<file path="src/rtl/intra4x4_pkg.sv">
// Shared intra 4x4 definitions: slot order, H.264 mode numbers and the slot-to-mode map.
// The SAD stage and the mode decider both import this so the slot order lives in one place.
package intra4x4_pkg;

  localparam int SAD_W_DEF  = 8;
  localparam int PEN_W_DEF  = 8;
  localparam int COST_W_DEF = SAD_W_DEF + 1;

  typedef enum logic [2:0] {
    SLOT_V   = 3'd0,
    SLOT_H   = 3'd1,
    SLOT_VL  = 3'd2,
    SLOT_VR  = 3'd3,
    SLOT_HU  = 3'd4,
    SLOT_HD  = 3'd5,
    SLOT_DDL = 3'd6,
    SLOT_DDR = 3'd7
  } slot_e;

  localparam logic [3:0] MODE_V   = 4'd0;
  localparam logic [3:0] MODE_H   = 4'd1;
  localparam logic [3:0] MODE_DC  = 4'd2;
  localparam logic [3:0] MODE_DDL = 4'd3;
  localparam logic [3:0] MODE_DDR = 4'd4;
  localparam logic [3:0] MODE_VR  = 4'd5;
  localparam logic [3:0] MODE_HD  = 4'd6;
  localparam logic [3:0] MODE_VL  = 4'd7;
  localparam logic [3:0] MODE_HU  = 4'd8;

  typedef enum logic [1:0] {
    ST_IDLE = 2'd0,
    ST_SCAN = 2'd1,
    ST_DONE = 2'd2
  } state_e;

  // DC has no slot, so no slot ever maps to MODE_DC.
  function automatic logic [3:0] slot_to_mode(input logic [2:0] slot);
    logic [3:0] mode;
    case (slot_e'(slot))
      SLOT_V:   mode = MODE_V;
      SLOT_H:   mode = MODE_H;
      SLOT_VL:  mode = MODE_VL;
      SLOT_VR:  mode = MODE_VR;
      SLOT_HU:  mode = MODE_HU;
      SLOT_HD:  mode = MODE_HD;
      SLOT_DDL: mode = MODE_DDL;
      default:  mode = MODE_DDR;
    endcase
    return mode;
  endfunction

endpackage

</file>
<file path="src/rtl/intra4x4_cost_unit.sv">
// Combinational candidate cost (SAD plus rate penalty unless it is the most-probable mode)
// and the strict better-than test against the running best.
module intra4x4_cost_unit
  import intra4x4_pkg::*;
#(
  parameter int SAD_W  = SAD_W_DEF,
  parameter int PEN_W  = PEN_W_DEF,
  parameter int COST_W = SAD_W + 1
) (
  input  logic [SAD_W-1:0]  sad,
  input  logic [PEN_W-1:0]  penalty,
  input  logic [3:0]        cand_mode,
  input  logic [3:0]        pred_mode,
  input  logic              cand_avail,
  input  logic              found,
  input  logic [COST_W-1:0] best_cost,
  output logic [COST_W-1:0] cost,
  output logic              better
);

  logic [COST_W-1:0] pen_ext;

  always_comb begin
    pen_ext = (cand_mode == pred_mode) ? '0 : COST_W'(penalty);
    cost    = COST_W'(sad) + pen_ext;
    // Strict compare keeps the earlier (lower) slot on a tie.
    better  = cand_avail && (!found || (cost < best_cost));
  end

endmodule

</file>
<file path="src/rtl/intra4x4_mode_decider.sv">
// Serial intra 4x4 mode decision: scans the eight slot SADs one per clock and returns
// the lowest-cost available slot, its H.264 mode and cost over a valid/ready handshake.
module intra4x4_mode_decider
  import intra4x4_pkg::*;
#(
  parameter int SAD_W  = SAD_W_DEF,
  parameter int PEN_W  = PEN_W_DEF,
  parameter int COST_W = SAD_W + 1
) (
  input  logic                  clk,
  input  logic                  reset,
  input  logic                  in_valid,
  output logic                  in_ready,
  input  logic [7:0][SAD_W-1:0] sads,
  input  logic [7:0]            avail,
  input  logic [3:0]            pred_mode,
  input  logic [PEN_W-1:0]      penalty,
  output logic                  out_valid,
  input  logic                  out_ready,
  output logic [2:0]            best_slot,
  output logic [3:0]            best_mode,
  output logic [COST_W-1:0]     best_cost,
  output logic                  none_avail
);

  state_e            state_q, state_d;
  logic [2:0]        idx_q, idx_d;
  logic              found_q, found_d;
  logic [COST_W-1:0] best_cost_q, best_cost_d;
  logic [2:0]        best_slot_q, best_slot_d;
  logic [3:0]        best_mode_q, best_mode_d;
  logic              none_avail_q, none_avail_d;
  logic              load;

  logic [7:0][SAD_W-1:0] sads_q;
  logic [7:0]            avail_q;
  logic [3:0]            pred_mode_q;
  logic [PEN_W-1:0]      penalty_q;

  logic [COST_W-1:0] cand_cost;
  logic              cand_better;

  intra4x4_cost_unit #(
    .SAD_W  (SAD_W),
    .PEN_W  (PEN_W),
    .COST_W (COST_W)
  ) u_cost (
    .sad        (sads_q[idx_q]),
    .penalty    (penalty_q),
    .cand_mode  (slot_to_mode(idx_q)),
    .pred_mode  (pred_mode_q),
    .cand_avail (avail_q[idx_q]),
    .found      (found_q),
    .best_cost  (best_cost_q),
    .cost       (cand_cost),
    .better     (cand_better)
  );

  always_comb begin
    state_d      = state_q;
    idx_d        = idx_q;
    found_d      = found_q;
    best_cost_d  = best_cost_q;
    best_slot_d  = best_slot_q;
    best_mode_d  = best_mode_q;
    none_avail_d = none_avail_q;
    load         = 1'b0;
    case (state_q)
      ST_IDLE: begin
        if (in_valid) begin
          load         = 1'b1;
          idx_d        = 3'd0;
          found_d      = 1'b0;
          best_cost_d  = '1;
          best_slot_d  = 3'd0;
          best_mode_d  = 4'd0;
          none_avail_d = 1'b0;
          state_d      = ST_SCAN;
        end
      end
      ST_SCAN: begin
        idx_d = idx_q + 3'd1;
        if (cand_better) begin
          found_d     = 1'b1;
          best_cost_d = cand_cost;
          best_slot_d = idx_q;
          best_mode_d = slot_to_mode(idx_q);
        end
        if (idx_q == 3'd7) begin
          none_avail_d = !(found_q || cand_better);
          state_d      = ST_DONE;
        end
      end
      ST_DONE: begin
        if (out_ready) state_d = ST_IDLE;
      end
      default: state_d = ST_IDLE;
    endcase
  end

  always_ff @(posedge clk or negedge reset) begin
    if (!reset) begin
      state_q      <= ST_IDLE;
      idx_q        <= 3'd0;
      found_q      <= 1'b0;
      best_cost_q  <= '0;
      best_slot_q  <= 3'd0;
      best_mode_q  <= 4'd0;
      none_avail_q <= 1'b0;
    end else begin
      state_q      <= state_d;
      idx_q        <= idx_d;
      found_q      <= found_d;
      best_cost_q  <= best_cost_d;
      best_slot_q  <= best_slot_d;
      best_mode_q  <= best_mode_d;
      none_avail_q <= none_avail_d;
    end
  end

  // Captured SAD set is pure data; it is only ever read while SCAN is active.
  always_ff @(posedge clk) begin
    if (load) begin
      sads_q      <= sads;
      avail_q     <= avail;
      pred_mode_q <= pred_mode;
      penalty_q   <= penalty;
    end
  end

  assign in_ready   = (state_q == ST_IDLE);
  assign out_valid  = (state_q == ST_DONE);
  assign best_slot  = best_slot_q;
  assign best_mode  = best_mode_q;
  assign best_cost  = best_cost_q;
  assign none_avail = none_avail_q;

endmodule

</file>
<file path="config.mk">
export PLATFORM = sky130hd
export DESIGN_NAME = intra4x4_mode_decider
export DESIGN_NICKNAME = d
export VERILOG_FILES = /design/src/rtl/intra4x4_pkg.sv /design/src/rtl/intra4x4_cost_unit.sv /design/src/rtl/intra4x4_mode_decider.sv
export SDC_FILE = /design/constraint.sdc
export NUM_CORES = 1
export LEC_CHECK = 0
export CAP_MARGIN = 20
export CELL_PAD_IN_SITES_DETAIL_PLACEMENT = 2
export CELL_PAD_IN_SITES_GLOBAL_PLACEMENT = 2
export CORE_ASPECT_RATIO = 0.75
export CORE_MARGIN = 2
export CORE_UTILIZATION = 31
export CTS_CLUSTER_DIAMETER = 30
export DETAILED_ROUTE_END_ITERATION = 6
export PLACE_DENSITY = 0.84
export RECOVER_POWER = 100
export SYNTH_ARGS = -nofsm -noshare
export SYNTH_HDL_FRONTEND = slang
export SYNTH_SLANG_ARGS = --single-unit
</file>
<file path="constraint.sdc">
create_clock -name clk -period 4.63 [get_ports clk]
set_input_delay 0.6945 -clock clk [delete_from_list [all_inputs] [get_ports clk]]
set_output_delay 0.6945 -clock clk [all_outputs]
set_load 0.005 [all_outputs]
</file>
==> results of run 1 <==
-- final cells by class --
type                    instances  share of cell area, %
clock buffers                   9                   3.35
clock inverters                 7                  0.892
inverters                      15                  0.892
repair buffers                134                   20.0
well taps                     205                   3.81
flip-flops and latches        107                   46.1
diodes                          3                  0.112
multi-input cells             182                   24.9
-- cells by family after synthesis --
logic type      synth area share, %
xor+xnor                       2.02
fa+ha+maj                      5.93
buf+inv                        2.36
flops                          65.0
mux                            12.0
simple gates                   7.06
compound gates                 5.62
-- worst max-delay path: stages (launching register included) --
cell	delay, ns
dfrtp_2	0.42
inv_2	0.10
ha_1	0.24
a21oi_4	0.17
xnor2_2	0.09
nor3_2	0.26
nor2b_1	0.10
ha_2	0.21
fa_2	0.37
a211oi_2	0.25
o21bai_1	0.14
a211oi_1	0.27
nor2_1	0.10
or2_2	0.31
ha_4	0.28
o21ai_0	0.08
a21oi_1	0.28
a211oi_4	0.14
clkbuf_16	0.18
buf_4	0.13
o32a_1	0.30
-- power by group through the flow --
stage | registers, W | clock network, W | logic, W
3_5_place_dp | 0.00145 | 0 | 0.00260
6_report | 0.00143 | 0.000738 | 0.00301
3_3_place_gp | 0.00142 | 0 | 0.00244
4_1_cts | 0.00143 | 0.000764 | 0.00272
5_1_grt | 0.00145 | 0.000802 | 0.00333
2_1_floorplan | 0.00141 | 0 | 0.00177
-- flip-flops by register name (all words and copies together) (netlist names) --
name,cells
avail_q,8
best_cost,9
best_mode,4
best_slot,3
found_q,1
idx_q,3
none_avail,1
penalty_q,8
pred_mode_q,4
sads_q,64
state_q,2
-- per-stage QoR --
stage / utilization (%) / hold WS (ns) / TNS (ns) / total power [W] / cell area [sq um]
after global placement: 40.9 / 0.495 / 0 / 0.00386 / 6190
after floorplan: - / 0.399 / 0 / 0.00317 / 4830
after detailed placement: 40.9 / 0.494 / -0.160 / 0.00405 / 6190
after CTS: 43.1 / 0.512 / 0 / 0.00491 / 6510
final: 44.5 / 0.517 / 0 / 0.00518 / 6730
after global routing: 44.5 / 0.533 / -0.624 / 0.00558 / 6730
-- worst max-delay path by stage --
stage / start / endpoint / slack, ns / cells after the start
after detailed placement: idx_q[0] / best_cost[6] / -0.03 / 19
after CTS: idx_q[0] / best_cost[6] / 0.03 / 19
final: idx_q[0] / best_cost[8] / 0.08 / 20
after global placement: idx_q[0] / best_cost[2] / 0.29 / 19
after floorplan: idx_q[1] / best_cost[0] / 0.001 / 22
after global routing: idx_q[0] / best_mode[1] / -0.10 / 19
-- placed cells by master (no fill, tap or decap), types with 7 or more instances in the layout --
| cell type | Yosys | routed |
|---|---|---|
| inv_1 | 14 | 11 |
| clkdlybuf4s50_1 | 0 | 21 |
| nand2_1 | 46 | 44 |
| o21ai_0 | 10 | 10 |
| clkbuf_16 | 0 | 10 |
| mux2i_1 | 12 | 12 |
| nor2b_1 | 12 | 11 |
| nor2_1 | 7 | 7 |
| mux4_2 | 17 | 17 |
| dfrtp_1 | 23 | 20 |
| buf_4 | 1 | 20 |
| dlygate4sd3_1 | 0 | 85 |
| ha_1 | 21 | 16 |
| edfxtp_1 | 84 | 84 |
-- layer usage --
metal | global-route usage [%] | wire length [um]
met3 | 5.37 | 723
met4 | 4.29 | 156
met5 | 0 | 13
met2 | 29.2 | 7110
met1 | 21.2 | 5550
-- repair_timing --
action                     CTS  global route
cloned                       0             1
pin swaps                    1            10
buffers inserted             3            13
setup endpoints to repair    7            17
resized for setup            2            19
==> results.md, run 1 <==
- Mapped Area: ~4800 sq um
- Total grt overflow: 0
- # IOs: about 110
- Hold crit path type: flip-flop to flip-flop
- Pwr per Cell Area: roughly 770 nW/um^2
- Total number of vias: approximately 3100
- CTS root buf: clkbuf_16
- CP required: 4.87 ns
- Hold Path End: found_q
- Final HPWL DP: between 10000 and 15000 um
- Period utilisation layout: 98.2%
- Worst reg-to-reg setup slack: around 0.081 ns
- Cells after DPL: between 600 and 700
- Clock power share: 14.2%
- Logic pwr share: 58.2%
- Top cell type by total area after synthesis: edfxtp_1
- Net switching power: between 0.0015 and 0.002 W
- Cell count after synthesis: 313
- R2R Path End: best_cost[8]
- DIE WIDTH: 147 um
- Flop pwr share: 27.6%
- Post-route non-filler standard cell count: about 660
- Longest Clk Path Bufs: 2
- Via/cell ratio: 4.67
- Layout fillers: between 1500 and 2000
- TritonCTS clock tree: yes
- H-tree depth: 3
- Syn Nets: between 400 and 500
- Element type at the critical path start: flip-flop
- Hold-fix buffers, CTS: 0
- Status: finished clean
- Synth async-reset ratio: between 20% and 30%
- Maximum clock rate: between 200 and 250 MHz
- Antenna violations before repair: 4
- Worst vdd ir: between 0.2 and 0.3 mV
- Worst Tran Pin Value: 0.794 ns
- CP Class: flip-flop to flip-flop
- RePlAce Congestion: between 0.8 and 0.9
- Unique masters post-synth: 41
- DRC viols: 0
- Hold Crit Start: found_q
- Final Hold Viols: 0
- CP Data Arrival Time: about 4.8 ns
- Largest net degree at the start of global routing: 63
- FF/Latch Area: ~3100 sq um
- Antenna Nets Post-Route: 0
- Number of global-route vias before repair: about 3600
- DRT iter0 DRCs: 137
- Drt wl/cell: between 20 and 25 um
- Proportion of layout cells with a drive suffix above 1: approximately 21%
- Cell-internal power: roughly 0.0032 W
- Top-area cell type share of the netlist area: 52.9%
- Relative slew slack: a little under half
- Initial Util: roughly a third
- Crit end category: flip-flop
- Multi-input logic area: roughly 1700 sq um
- Yosys warning total: 0
- Reg2reg start: idx_q[0]
- Slew Limit Fails: 0
- MaxCap Viol Count: 0
- Most frequent cell after synthesis: edfxtp_1
- Ys flop type: edfxtp_1
- Total GRT Usage: 17.1%
- Core area: between 15000 and 20000 sq um
- Layout Skew: between 0.006 and 0.007 ns
- CTS sink cnt: around 110
- Number of synthesized flops with an enable pin: 84
- Worst Path Max Fanout: 6
- Drt pass-1 iters: 4
- CTS clk-pin slew, worst paths: 0.07 ns
- Place WS: -0.0335 ns
- Final Setup Violations: 0
- LEAKAGE: 2.56 nW
- Leading post-synthesis cells by cell area: edfxtp_1 53%, dfrtp_1 12%, mux4_2 8.0%
- Syn avg cell area: ~15 sq um
- Die height: between 100 and 150 um
- TritonCTS buffer count: 9
- Post-synth top cells: 84 x edfxtp_1, 46 x nand2_1, 23 x dfrtp_1
- Area Growth Syn to Fin: 41.3%
- Die ar.: 16400 sq um
- Minimum clock period: 4.55 ns
- Total Routed Length: between 10000 and 15000 um
- Switching Share: between 30% and 40%
- Hold path depth: 1
- Yosys reg bits: 107
- PortBufs: approximately 110
- Min setup slack post-route: between 0.08 and 0.09 ns
- Seq/Total Area, Yosys: between 60% and 70%
- FP Rows: 39
- Worst Reg-to-Reg Cells: 20
- First-pass GRT wire length: between 20000 and 25000 um
- Final nets: between 500 and 600
- Insertion delay to the later sink of the worst-skew pair: between 0.3 and 0.4 ns
(Power assumes the default switching activity.)
==> run 2: changes to the inputs <==
CORE_UTILIZATION = 37   (was 31)
CTS_CLUSTER_DIAMETER = 100   (was 30)
PLACE_DENSITY = 0.93   (was 0.84)
clock period = 5.65 ns   (was 4.63 ns; I/O delays follow)
==> results.md, run 2 (same netlist as run 1, synthesis figures left out) <==
- DRC viols: 0 (unchanged)
- Cell-internal power: 0.00226 W (-29%)
- Layout Skew: 0.0106 ns (+0.00416 ns)
- Final HPWL DP: 10200 um (-0.94%)
- Drt pass-1 iters: 4 (unchanged)
- PortBufs: 106 (unchanged)
- Via/cell ratio: 5.13 (+9.9%)
- Worst Tran Pin Value: 1.92 ns (+1.12 ns)
- CP cell instances: buf_4, nor2b_1, a21oi_1, xnor2_1, nor3_4, nor2b_1, ha_1, fa_1, a211oi_1, o21bai_1, a211oi_1, nor2_1, or2_2, ha_1, a211oi_1, o21ai_1, a211oi_4, clkbuf_1, mux2i_1
- CTS clk-pin slew, worst paths: 0.07 ns (about the same)
- Switching Share: 40.6% (+2.6 points)
- Place WS: 0.0319 ns (+0.0654 ns)
- Power Total: 0.00381 W (-26%)
- Worst Path Max Fanout: 9 (+3)
- Met3 Use GR: 6.30% (+0.93 points)
- Insertion delay to the later sink of the worst-skew pair: 0.36 ns (about the same)
- DRT iter0 DRCs: 154 (+12%)
- Reg with most FFs: sads_q
- CP Class: flip-flop to flip-flop
- CP required: 5.90 ns (+1.03 ns)
- Total Routed Length: 14100 um (+3.8%)
- Antenna Nets Post-Route: 0 (unchanged)
- Final Setup Violations: 0 (unchanged)
- Element type at the critical path start: flip-flop
- Initial Util: 38.3% (+6.8 points)
- Number of global-route vias before repair: 3618 (+1.4%)
- Total grt overflow: 0 (unchanged)
- Die height: 102 um (-8.2%)
- Met2 usage: 41.3% (+12 points)
- Met1 usage: 24.8% (+3.5 points)
- H-tree depth: 3 (unchanged)
- Most used cell, CP: a211oi_1
- Final Hold Viols: 0 (unchanged)
- RePlAce Congestion: 0.824 (+1.0%)
- RSZ-0062 raised after global routing: false
- Maximum clock rate: 188 MHz (-14%)
- Post-route non-filler standard cell count: 605 (-8.6%)
- GR peak layer: met2
- Final nets: 540 (-3.4%)
- Bufs and invs on worst path: 2 (-1)
- Failing checks: max-capacitance violations, max-slew violations
- TritonCTS clock tree: yes
- Crit end category: flip-flop
- Relative slew slack: -28.6% (-76 points)
- Most common cell after layout, fill and taps aside: dlygate4sd3_1
- Largest register FFs: 64 (unchanged)
- Total number of vias: 3106 (+0.45%)
- Reg2reg start: idx_q[0]
- Cells after DPL: 582 (-6.9%)
- Minimum clock period: 5.31 ns (+0.763 ns)
- Worst vdd ir: 0.261 mV (-7.7%)
- Longest Clk Path Bufs: 2 (unchanged)
- CTS sink cnt: 107 (unchanged)
- Total GRT Usage: 22.0% (+4.9 points)
- MaxCap Viol Count: 1 (+1)
- Status: finished, violations left
- Die ar.: 13800 sq um (-16%)
- Slew Limit Fails: 42 (+42)
- Layout fillers: 1176 (-22%)
- Proportion of layout cells with a drive suffix above 1: 11.5% (-9.2 points)
- Net switching power: 0.00155 W (-21%)
- Antenna violations before repair: 4 (unchanged)
- Max incr delay on CP: 0.47 ns (+0.05 ns)
- Hold-fix buffers, CTS: 0 (unchanged)
- CP Data Arrival Time: 5.56 ns (+0.77 ns)
- CP Launch Point: idx_q[0]
- Pwr per Cell Area: 602 nW/um^2 (-22%)
- Clock power share: 15.9% (+1.7 points)
- Period utilisation layout: 94.0% (-4.2 points)
- Largest net degree at the start of global routing: 50 (-21%)
- Core area: 12400 sq um (-18%)
- First-pass GRT wire length: 21600 um (+4.1%)
- Flop pwr share: 31.2% (+3.6 points)
- Logic pwr share: 52.9% (-5.3 points)
- Hold crit path type: flip-flop to flip-flop
- TritonCTS buffer count: 9 (unchanged)
- Most frequent cells in the layout: 105 x dlygate4sd3_1, 84 x edfxtp_1, 46 x nand2_1, 22 x dfrtp_1, 21 x ha_1
- Area Growth Syn to Fin: 32.8%
- CTS root buf: clkbuf_16
- Min setup slack post-route: 0.338 ns (+0.257 ns)
- Family with the most delay on the worst path: compound AO/OA/AOI/OAI gates
- LEAKAGE: 2.40 nW (-6.0%)
- Hold Crit Start: best_mode[3]
- DIE WIDTH: 135 um (-8.2%)
- FP Rows: 35 (-10%)
- CP max-delay cell: dfrtp_1
- # IOs: 107 (unchanged)
- Setup TNS: 0 ns (unchanged)
- Drt wl/cell: 23.2 um (+14%)
==> run 2: layout make-up <==
type,instances,area [sq um],share of cell area [%]
sequential,107,3100,49.0
tap,166,208,3.28
clock buffer,9,225,3.56
clock inverter,7,50.0,0.791
inverter,15,57.6,0.909
antenna,4,10.0,0.158
timing repair buffer,115,1120,17.7
multi-input combinational,182,1560,24.7
==> run 2: stage by stage <==
| step | hold WS (ns) | area, sq um | utilization [%] |
|---|---|---|---|
| finish | 0.547 | 6330 | 50.9 |
| global route | 0.572 | 6330 | 50.9 |
| CTS | 0.543 | 6310 | 50.8 |
| detailed placement | 0.524 | 6020 | 48.4 |
| global placement | 0.501 | 6020 | 48.4 |
| floorplan | 0.466 | 4760 | - |
==> run 2: path summary, 6_finish.rpt <==
kind	endpoint	slack [ns]	depth (start not counted)
setup reg to reg	best_cost[1]	0.34	19
setup / recovery	best_cost[1]	0.34	19
hold / removal	best_mode[3]	0.55	2
max in group asynchronous	best_cost[5]	3.67	2
min in group asynchronous	state_q[0]	0.90	1
hold reg to reg	best_mode[3]	0.55	2
==> run 2: worst register-to-register path, cell delays in order (launching register included) <==
cell	delay (ns)
dfrtp_1	0.47
buf_4	0.24
nor2b_1	0.16
a21oi_1	0.29
xnor2_1	0.17
nor3_4	0.26
nor2b_1	0.09
ha_1	0.22
fa_1	0.43
a211oi_1	0.29
o21bai_1	0.14
a211oi_1	0.29
nor2_1	0.11
or2_2	0.29
ha_1	0.30
a211oi_1	0.31
o21ai_1	0.20
a211oi_4	0.26
clkbuf_1	0.35
mux2i_1	0.33
==> run 2: per-layer routing <==
metal | share of wire (%) | wire length (um) | vias to the layer above
li1 | - | - | 1401
met1 | 39 | 5490 | 1582
met2 | 54 | 7570 | 105
met3 | 5.6 | 785 | 18
met4 | 1.6 | 224 | 0
met5 | 0 | 0 | -
==> run 2: power groups by stage <==
stage	clock network (W)	registers (W)	logic, W
5_1_grt	0.000653	0.00121	0.00221
6_report	0.000605	0.00119	0.00202
3_3_place_gp	0	0.00117	0.00182
4_1_cts	0.000626	0.00119	0.00206
3_5_place_dp	0	0.00120	0.00199
2_1_floorplan	0	0.00115	0.00135
==> run 2: timing repair <==
action                     CTS  global route
pin swaps                    1             1
cloned                       0             0
buffers inserted             1             1
resized for setup            1             1
setup endpoints to repair    7             9
==> run 3: changes to the inputs <==
HOLD_SLACK_MARGIN = 0.08   (was unset)
RECOVER_POWER = unset   (was 100)
==> results.md, run 3 (same netlist as run 1, synthesis figures left out) <==
- Total GRT Usage: 22.0% (unchanged)
- Proportion of layout cells with a drive suffix above 1: 12.0% (+0.46 points)
- Antenna violations before repair: 0 (-4)
- Initial Util: 38.3% (unchanged)
- Element type at the critical path start: flip-flop
- Insertion delay to the later sink of the worst-skew pair: 0.36 ns (about the same)
- CP Data Arrival Time: 5.51 ns (-0.05 ns)
- Final Setup Violations: 0 (unchanged)
- MaxCap Viol Count: 0 (-1)
- Final HPWL DP: 10200 um (unchanged)
- Final nets: 540 (unchanged)
- DIE WIDTH: 135 um (unchanged)
- Post-DP Area: 6020 sq um (unchanged)
- Maximum clock rate: 190 MHz (+0.82%)
- Pwr per Cell Area: 609 nW/um^2 (+1.1%)
- Worst Path Max Fanout: 12 (+3)
- CTS sink cnt: 107 (unchanged)
- First-pass GRT wire length: 21600 um (unchanged)
- Setup TNS: 0 ns (unchanged)
- Status: finished clean
- Via/cell ratio: 5.15 (+0.28%)
- Most frequent cells in the layout: 106 x clkdlybuf4s50_1, 84 x edfxtp_1, 46 x nand2_1, 22 x dfrtp_1, 21 x ha_1
- Total grt overflow: 0 (unchanged)
- Most common cell after layout, fill and taps aside: clkdlybuf4s50_1
- DRT iter0 DRCs: 137 (-11%)
- Longest Clk Path Bufs: 2 (unchanged)
- CP Class: flip-flop to flip-flop
- Die height: 102 um (unchanged)
- Reg with most FFs: sads_q
- Final core utilization: 50.9% (+0.060 points)
- TritonCTS clock tree: yes
- RePlAce Congestion: 0.824 (unchanged)
- Final Hold Viols: 0 (unchanged)
- Drt wl/cell: 23.4 um (+0.72%)
- Slew Limit Fails: 0 (-100%)
- Crit end category: flip-flop
- Design area: 6340 sq um (+0.12%)
- H-tree depth: 3 (unchanged)
- Layout fillers: 1168 (-0.68%)
- Period utilisation layout: 93.3% (-0.77 points)
- Area Growth Syn to Fin: 33.0%
- Worst vdd ir: 0.263 mV (+0.80%)
- LEAKAGE: 2.38 nW (-0.93%)
- Relative slew slack: 50.1% (+79 points)
- CP required: 5.89 ns (about the same)
- Antenna Nets Post-Route: 0 (unchanged)
- Hold crit path type: flip-flop to flip-flop
- Total number of vias: 3094 (-0.39%)
- RSZ-0062 raised after global routing: false
- Largest register FFs: 64 (unchanged)
- FP Rows: 35 (unchanged)
- Worst Tran Pin Value: 0.748 ns (-1.17 ns)
- Core area: 12400 sq um (unchanged)
- TritonCTS buffer count: 9 (unchanged)
- PortBufs: 106 (unchanged)
- # IOs: 107 (unchanged)
- Die ar.: 13800 sq um (unchanged)
- CTS clk-pin slew, worst paths: 0.07 ns (about the same)
- Total Routed Length: 14100 um (about the same)
- Minimum clock period: 5.27 ns (-0.0434 ns)
- Largest net degree at the start of global routing: 50 (unchanged)
- Layout Skew: 0.0110 ns (+0.000440 ns)
- Multi-input logic area: 1560 sq um (unchanged)
- DRC viols: 0 (unchanged)
- Drt pass-1 iters: 4 (unchanged)
- FF/Latch Area: 3100 sq um (unchanged)
- CTS root buf: clkbuf_16
- Number of global-route vias before repair: 3618 (unchanged)
- Final antenna diode count: 0 (-4)
-- run 3: worst max-delay path, cell delays in order (launching register included) --
cell	delay, ns
dfrtp_1	0.48
buf_4	0.24
nor2b_1	0.16
a21oi_1	0.28
xnor2_1	0.17
nor3_4	0.26
nor2b_1	0.09
ha_1	0.22
fa_1	0.43
a211oi_1	0.29
o21bai_1	0.14
a211oi_1	0.29
nor2_1	0.11
or2_2	0.29
ha_1	0.30
a211oi_1	0.31
o21ai_1	0.20
a211oi_4	0.26
buf_4	0.27
mux2_2	0.37
-- run 3: per-layer routing --
metal  vias up  track usage [%]  routed length [um]
met5         -                0                   0
met4         0             5.93                 212
met3        21             6.30                 736
met2        96             41.3                7580
met1      1583             24.8                5540
li1       1394                -                   -
-- run 3: what timing repair did --
item                       4_1_cts  5_1_grt
pin swaps                        1        1
gates resized for setup          1        1
buffers inserted                 1        1
hold buffers                     0        0
gates cloned                     0        0
setup endpoints to repair        7        9
-- run 3: report_power, final --
group	leakage, nW	switching (W)	internal [W]
Clock	0.137	0.000305	0.000303
Sequential	1.05	0.000119	0.00107
Combinational	1.19	0.00113	0.000932
Total	2.38	0.00155	0.00230
-- run 3: stage by stage --
| step | cells | setup WS, ns | hold slack (ns) | total power [W] |
|---|---|---|---|---|
| after floorplan | 313 | 0.577 | 0.466 | 0.00250 |
| after global placement | 582 | 0.446 | 0.501 | 0.00299 |
| after detailed placement | 582 | 0.0319 | 0.524 | 0.00319 |
| after CTS | 599 | 0.287 | 0.543 | 0.00387 |
| after global routing | 601 | 0.0961 | 0.572 | 0.00412 |
| final | 601 | 0.381 | 0.550 | 0.00386 |
-- run 3: final cells by class --
| cell class | count | area share, % |
|---|---|---|
| sequential | 107 | 48.9 |
| timing repair buffer | 115 | 17.9 |
| tap | 166 | 3.28 |
| multi-input combinational | 182 | 24.6 |
| clock inverter | 7 | 0.790 |
| inverter | 15 | 0.908 |
| clock buffer | 9 | 3.55 |
-- run 3: final timing paths --
path	start	end	slack, ns	depth (start not counted)
max	idx_q[0]	best_cost[4]	0.38	19
max reg2reg	idx_q[0]	best_cost[4]	0.38	19
min	found_q	found_q	0.55	1
max in group asynchronous	reset	best_cost[5]	4.32	2
min in group asynchronous	reset	best_mode[0]	0.84	1
min reg2reg	found_q	found_q	0.55	1
==> edit 1, RTL diff (config.mk and constraints of run 1) <==
Change the package constant `SAD_W_DEF` from 8 to 12.
--- a/src/rtl/intra4x4_pkg.sv
+++ b/src/rtl/intra4x4_pkg.sv
@@ -2,7 +2,7 @@
 // The SAD stage and the mode decider both import this so the slot order lives in one place.
 package intra4x4_pkg;
 
-  localparam int SAD_W_DEF  = 8;
+  localparam int SAD_W_DEF  = 12;
   localparam int PEN_W_DEF  = 8;
   localparam int COST_W_DEF = SAD_W_DEF + 1;
 
Ports: changed (resized best_cost and sads); port bits go from 107 to 143. No check against the original RTL was run, so the function may have changed too.
==> edit 1 against run 1 <==
The flow now finishes with violations (max-capacitance violations, max-slew violations, negative setup slack). Non-clock buffer count up 55. Total power up 55%. Sequential cell count up 36. First-iteration DRC count up 99%. Clock power up 98%. Design area up 42%. Maximum frequency down 5.7%. Area after synthesis up 34%. Final cell count up 32%. Wire length up 64%. Synthesized cell count up 31%. Worst hold slack better by 0.038 ns. Worst setup slack worse by 0.28 ns. Largest cell class unchanged. Largest power group unchanged.
==> edit 1: results (changes against run 1) <==
[placed_design]
dp_hpwl_um = 14140  ; was 10350 um
place.gp.congestion = 0.8523  ; was 0.8152
portBuffers = 142  ; was 106
dpl.cell_count = 815  ; was 625

[timing]
tightest_slew_ns = 1.637  ; was 0.7937 ns
fin_skew_ns = 0.01598  ; was 0.006390 ns
maxSlewViolCount = 28  ; was 0
setup_viol = 18  ; was 0
worst_slack_ns = -0.1956  ; was 0.08125 ns

[synthesis]
synth-seq-area-share = 0.6532  ; was 0.6502
synth.distinct_cells = 46  ; was 41
syn_nets = 557  ; was 423
synth-edff-count = 116  ; was 84
syn_inst = 411  ; was 313
ys_top_cells_by_count = edfxtp_1 (116), nand2_1 (51), dfrtp_1 (27), ha_1 (25), mux4_2 (25)  ; was edfxtp_1 (84), nand2_1 (46), dfrtp_1 (23), ha_1 (21), mux4_2 (17)
async_reset_ff_frac = 0.1888  ; was 0.2150

[routing]
met2_length_um = 11630  ; was 7106 um
wl_met3_um = 786  ; was 723 um
drt_wl_total_um = 22230  ; was 13550 um
drt-initial-drc-count = 272  ; was 137
wl_met1_um = 9318  ; was 5547 um
top_layer = met4  ; was met5
viasPerCell = 5.055  ; was 4.671

[cells_and_area]
largest_register_ff_count = 96  ; was 64
drive_gt1_frac = 0.2795  ; was 0.2070
post_layout_nonfiller_instances = 877  ; was 662
nNetsFinal = 752  ; was 559
num_antenna_cells = 0  ; was 3
n_fill_cell = 1883  ; was 1503

[global_routing]
grt_pass1_vias = 5087  ; was 3569
track_usage = 0.1985  ; was 0.1710
antenna_found_initial = 0  ; was 4
grt_max_degree = 76  ; was 63
gr-usage-met3 = 0.05156  ; was 0.05369
grt_use_met1 = 0.2446  ; was 0.2124

[flow_run]
maxCapViolations = 1  ; was 0

[power]
peakVddDrop_mv = 0.3283  ; was 0.2832 mV

[cts]
htreeDepth = 4  ; was 3
clk_latency_ns = 0.43  ; was 0.36 ns
cts_buffers = 17  ; was 9

[setup_path]
cp_slowest_cell = o32ai_1  ; was dfrtp_2
crit_arrival_ns = 5.10  ; was 4.79 ns
critPathMaxFanout = 8  ; was 6

[run_status]
failed_checks = max-capacitance violations, max-slew violations, negative setup slack
status = finished, violations left  ; was finished clean

edit 1: changes by cell type after synthesis, moves of 4 or more:
cell      change
nor4_1        +4
edfxtp_1     +32
mux4_2        +8
mux2_4        +8
ha_1          +4
nand2_1       +5
and3_1        +4
a21oi_1       +4
mux2_2        -6
nor2_1        +4
nor3_1        +4
dfrtp_1       +4
edit 1: per-stage QoR:
| step | setup slack, ns | cell area [um^2] |
|---|---|---|
| after global placement | 0.07511 | 8262 |
| after global routing | -0.4010 | 9563 |
| after detailed placement | -0.2236 | 8262 |
| final | -0.1956 | 9563 |
| after CTS | -0.1012 | 9174 |
| after floorplan | -0.2966 | 6447 |
edit 1: kinds of logic (layout without fill, tap and decap cells):
group	Yosys count	after routing	synth area share
multiplexers	48	48	0.1311
AO/OA/AOI/OAI	49	49	0.05109
adder cells (fa/ha/maj)	26	26	0.05227
flip-flops	143	143	0.6532
XOR/XNOR	12	12	0.01651
AND/OR/NAND/NOR	100	101	0.07329
buffers and inverters	33	240	0.02260
edit 1: path summary, 6_finish.rpt:
kind | startpoint | end | slack (ns) | depth (start not counted)
max | idx_q[0]$_DFFE_PN0P_ | best_cost[11]$_DFFE_PN0P_ | -0.20 | 20
min | best_mode[3]$_DFFE_PN0P_ | best_mode[3]$_DFFE_PN0P_ | 0.56 | 2
max reg2reg | idx_q[0]$_DFFE_PN0P_ | best_cost[11]$_DFFE_PN0P_ | -0.20 | 20
min reg2reg | best_mode[3]$_DFFE_PN0P_ | best_mode[3]$_DFFE_PN0P_ | 0.56 | 2
max in group asynchronous | reset | idx_q[1]$_DFFE_PN0P_ | 2.33 | 2
min in group asynchronous | reset | best_cost[8]$_DFFE_PN0P_ | 1.23 | 2
edit 1: area by class of cell:
class | count | area [um^2] | share of cell area
clock buffers | 18 | 429.2 | 0.04488
repair buffers | 189 | 1887 | 0.1973
inverters | 19 | 78.83 | 0.008243
multi-input cells | 236 | 2495 | 0.2609
flip-flops and latches | 143 | 4163 | 0.4353
well taps | 258 | 322.8 | 0.03376
clock inverters | 14 | 187.7 | 0.01963
edit 1: repair_timing:
action	CTS	global route
hold buffers	0	0
endpoints found under the setup margin	20	21
pin swaps	16	33
gates resized for setup	29	51
gates cloned	2	0
buffers inserted	15	13
edit 1: power by group:
part	leakage [uW]	internal [uW]	switching (uW)
Clock	0.000298	901	560
Sequential	0.00139	1730	163
Combinational	0.00195	2200	2470
Total	0.00364	4830	3190
edit 1: worst reg2reg max path, delay by kind of cell, from the launching register on:
family | cells | cell delay (ns)
DFF | 1 | 0.45
xor gates and xnor gates | 2 | 0.37
AOI/OAI and AO/OA | 7 | 1.87
and+or+nand+nor | 3 | 0.40
adders and majority gates | 2 | 0.49
buffers and inverters | 5 | 0.81
muxes | 1 | 0.29
==> edit 2, RTL diff (flow settings as in run 1) <==
Made on the original files. The 3 states of `state_e` get a one-hot encoding in 3 bits.
--- a/src/rtl/intra4x4_pkg.sv
+++ b/src/rtl/intra4x4_pkg.sv
@@ -27,10 +27,10 @@
   localparam logic [3:0] MODE_VL  = 4'd7;
   localparam logic [3:0] MODE_HU  = 4'd8;
 
-  typedef enum logic [1:0] {
-    ST_IDLE = 2'd0,
-    ST_SCAN = 2'd1,
-    ST_DONE = 2'd2
+  typedef enum logic [2:0] {
+    ST_IDLE = 3'b001,
+    ST_SCAN = 3'b010,
+    ST_DONE = 3'b100
   } state_e;
 
   // DC has no slot, so no slot ever maps to MODE_DC.
Check against the original RTL: same outputs for any inputs over 10 cycles, from zero or initial values and one cycle with reset low; not proved beyond that.
==> edit 2 against run 1 <==
Area after synthesis is 0.95% higher. Maximum frequency is 3.6% higher. Worst setup slack better by 0.16 ns. Synthesized cell count is 0.96% higher. Final cell count is 1.5% lower. Sequential cell count is 1 higher. Total power is 26% lower. Clock skew is 0.0052 ns higher. Design area is 3.4% lower. Wire length is 0.32% lower. Worst hold slack better by 0.016 ns. Critical endpoint is now best_mode[1]$_DFFE_PN0P_. Largest cell class unchanged.
==> edit 2: results (changes against run 1) <==
[run_status]
status = finished clean  ; unchanged

[global_routing]
track_usage = 0.1672  ; was 0.1710
grt_max_degree = 78  ; was 63
grt_pass1_vias = 3610  ; was 3569
grt_pass1_wl_um = 20760  ; about the same
antenna_found_initial = 2  ; was 4

[power]
combPwrFrac = 0.428  ; was 0.582
p_switching_uw = 1417  ; was 1968 uW
p_clk_uw = 755  ; was 738 uW
power.total_uw = 3836  ; was 5178 uW
p_leak_uw = 0.002431  ; was 0.002558 uW
peakVddDrop_mv = 0.2563  ; was 0.2832 mV

[synthesis]
synthTopCellsByArea = edfxtp_1 (52%), dfrtp_1 (12%), mux4_2 (8.4%), ha_1 (5.5%), nand2_1 (3.5%)  ; was edfxtp_1 (53%), dfrtp_1 (12%), mux4_2 (8.0%), ha_1 (5.5%), nand2_1 (3.6%)
yosysWarnings = 0  ; unchanged
async_reset_ff_frac = 0.2222  ; was 0.2150
syn_nets = 426  ; was 423
avgSynthCellArea_um2 = 15.22  ; about the same
synth.distinct_cells = 42  ; was 41
ys_top_cells_by_count = edfxtp_1 (84), nand2_1 (45), dfrtp_1 (23), ha_1 (21), mux4_2 (18)  ; was edfxtp_1 (84), nand2_1 (46), dfrtp_1 (23), ha_1 (21), mux4_2 (17)
synth-seq-area-share = 0.6496  ; was 0.6502

[routing]
wl_per_cell_um = 20.71  ; was 20.46 um
drt-initial-drc-count = 86  ; was 137
viasPerCell = 4.781  ; was 4.671
via_count = 3117  ; was 3092

[setup_path]
max_stage_delay_ns = 0.46  ; was 0.42 ns
cp_slowest_cell = dfrtp_2  ; unchanged
reg2reg_to = best_mode[1]$_DFFE_PN0P_  ; was best_cost[8]$_DFFE_PN0P_
ff2ff_setup_slack_ns = 0.24  ; was 0.08 ns
critPathMaxFanout = 10  ; was 6
rr_worst_depth = 18  ; was 20
crit_arrival_ns = 4.66  ; was 4.79 ns

[cells_and_area]
drive_gt1_frac = 0.1435  ; was 0.2070
nNetsFinal = 551  ; was 559

[timing]
tightest_slew_ns = 1.055  ; was 0.7937 ns
whs_ns = 0.5330  ; was 0.5172 ns
finalCritPeriodShare = 0.9479  ; was 0.9825
fin_skew_ns = 0.01161  ; was 0.006390 ns

[cts]
clockBufferDepth = 2  ; unchanged
post_cts_resized = 4  ; was 2
post_cts_buffers = 2  ; was 3

[min_path]
whs_path_depth = 2  ; was 1
hold_end = none_avail$_DFFE_PN0P_  ; was found_q$_DFFE_PN0P_
min_from = none_avail$_DFFE_PN0P_  ; was found_q$_DFFE_PN0P_

[placed_design]
place.gp.congestion = 0.7793  ; was 0.8152
post_dp_cell_area_um2 = 6176  ; was 6191 um^2
dpl.cell_count = 629  ; was 625
dp_hpwl_um = 10160  ; was 10350 um
dp_slack_ns = -0.3490  ; was -0.03354 ns

[edit 2: per-layer routing]
layer | up-vias | track usage | part of all wire
met5 | - | 0 | 0.0011
met4 | 2 | 0.04571 | 0.013
met3 | 12 | 0.03975 | 0.044
met2 | 81 | 0.2921 | 0.52
met1 | 1597 | 0.2086 | 0.42
li1 | 1425 | - | -
[edit 2: logic make-up after synthesis]
| logic type | after synthesis | share of synthesized area |
|---|---|---|
| adder cells (fa/ha/maj) | 22 | 0.05879 |
| buffers and inverters | 25 | 0.02341 |
| flip-flops | 108 | 0.6496 |
| XOR/XNOR | 9 | 0.01639 |
| AND/OR/NAND/NOR | 83 | 0.07908 |
| multiplexers | 36 | 0.1236 |
| AO/OA/AOI/OAI | 33 | 0.04917 |
[edit 2: cell type report]
cell class	count	area, um^2
clock inverters	7	58.81
well taps	205	256.5
repair buffers	123	1177
inverters	16	61.31
clock buffers	9	225.2
flip-flops and latches	108	3127
multi-input cells	183	1593
diodes	1	2.502
fillers	1535	8723
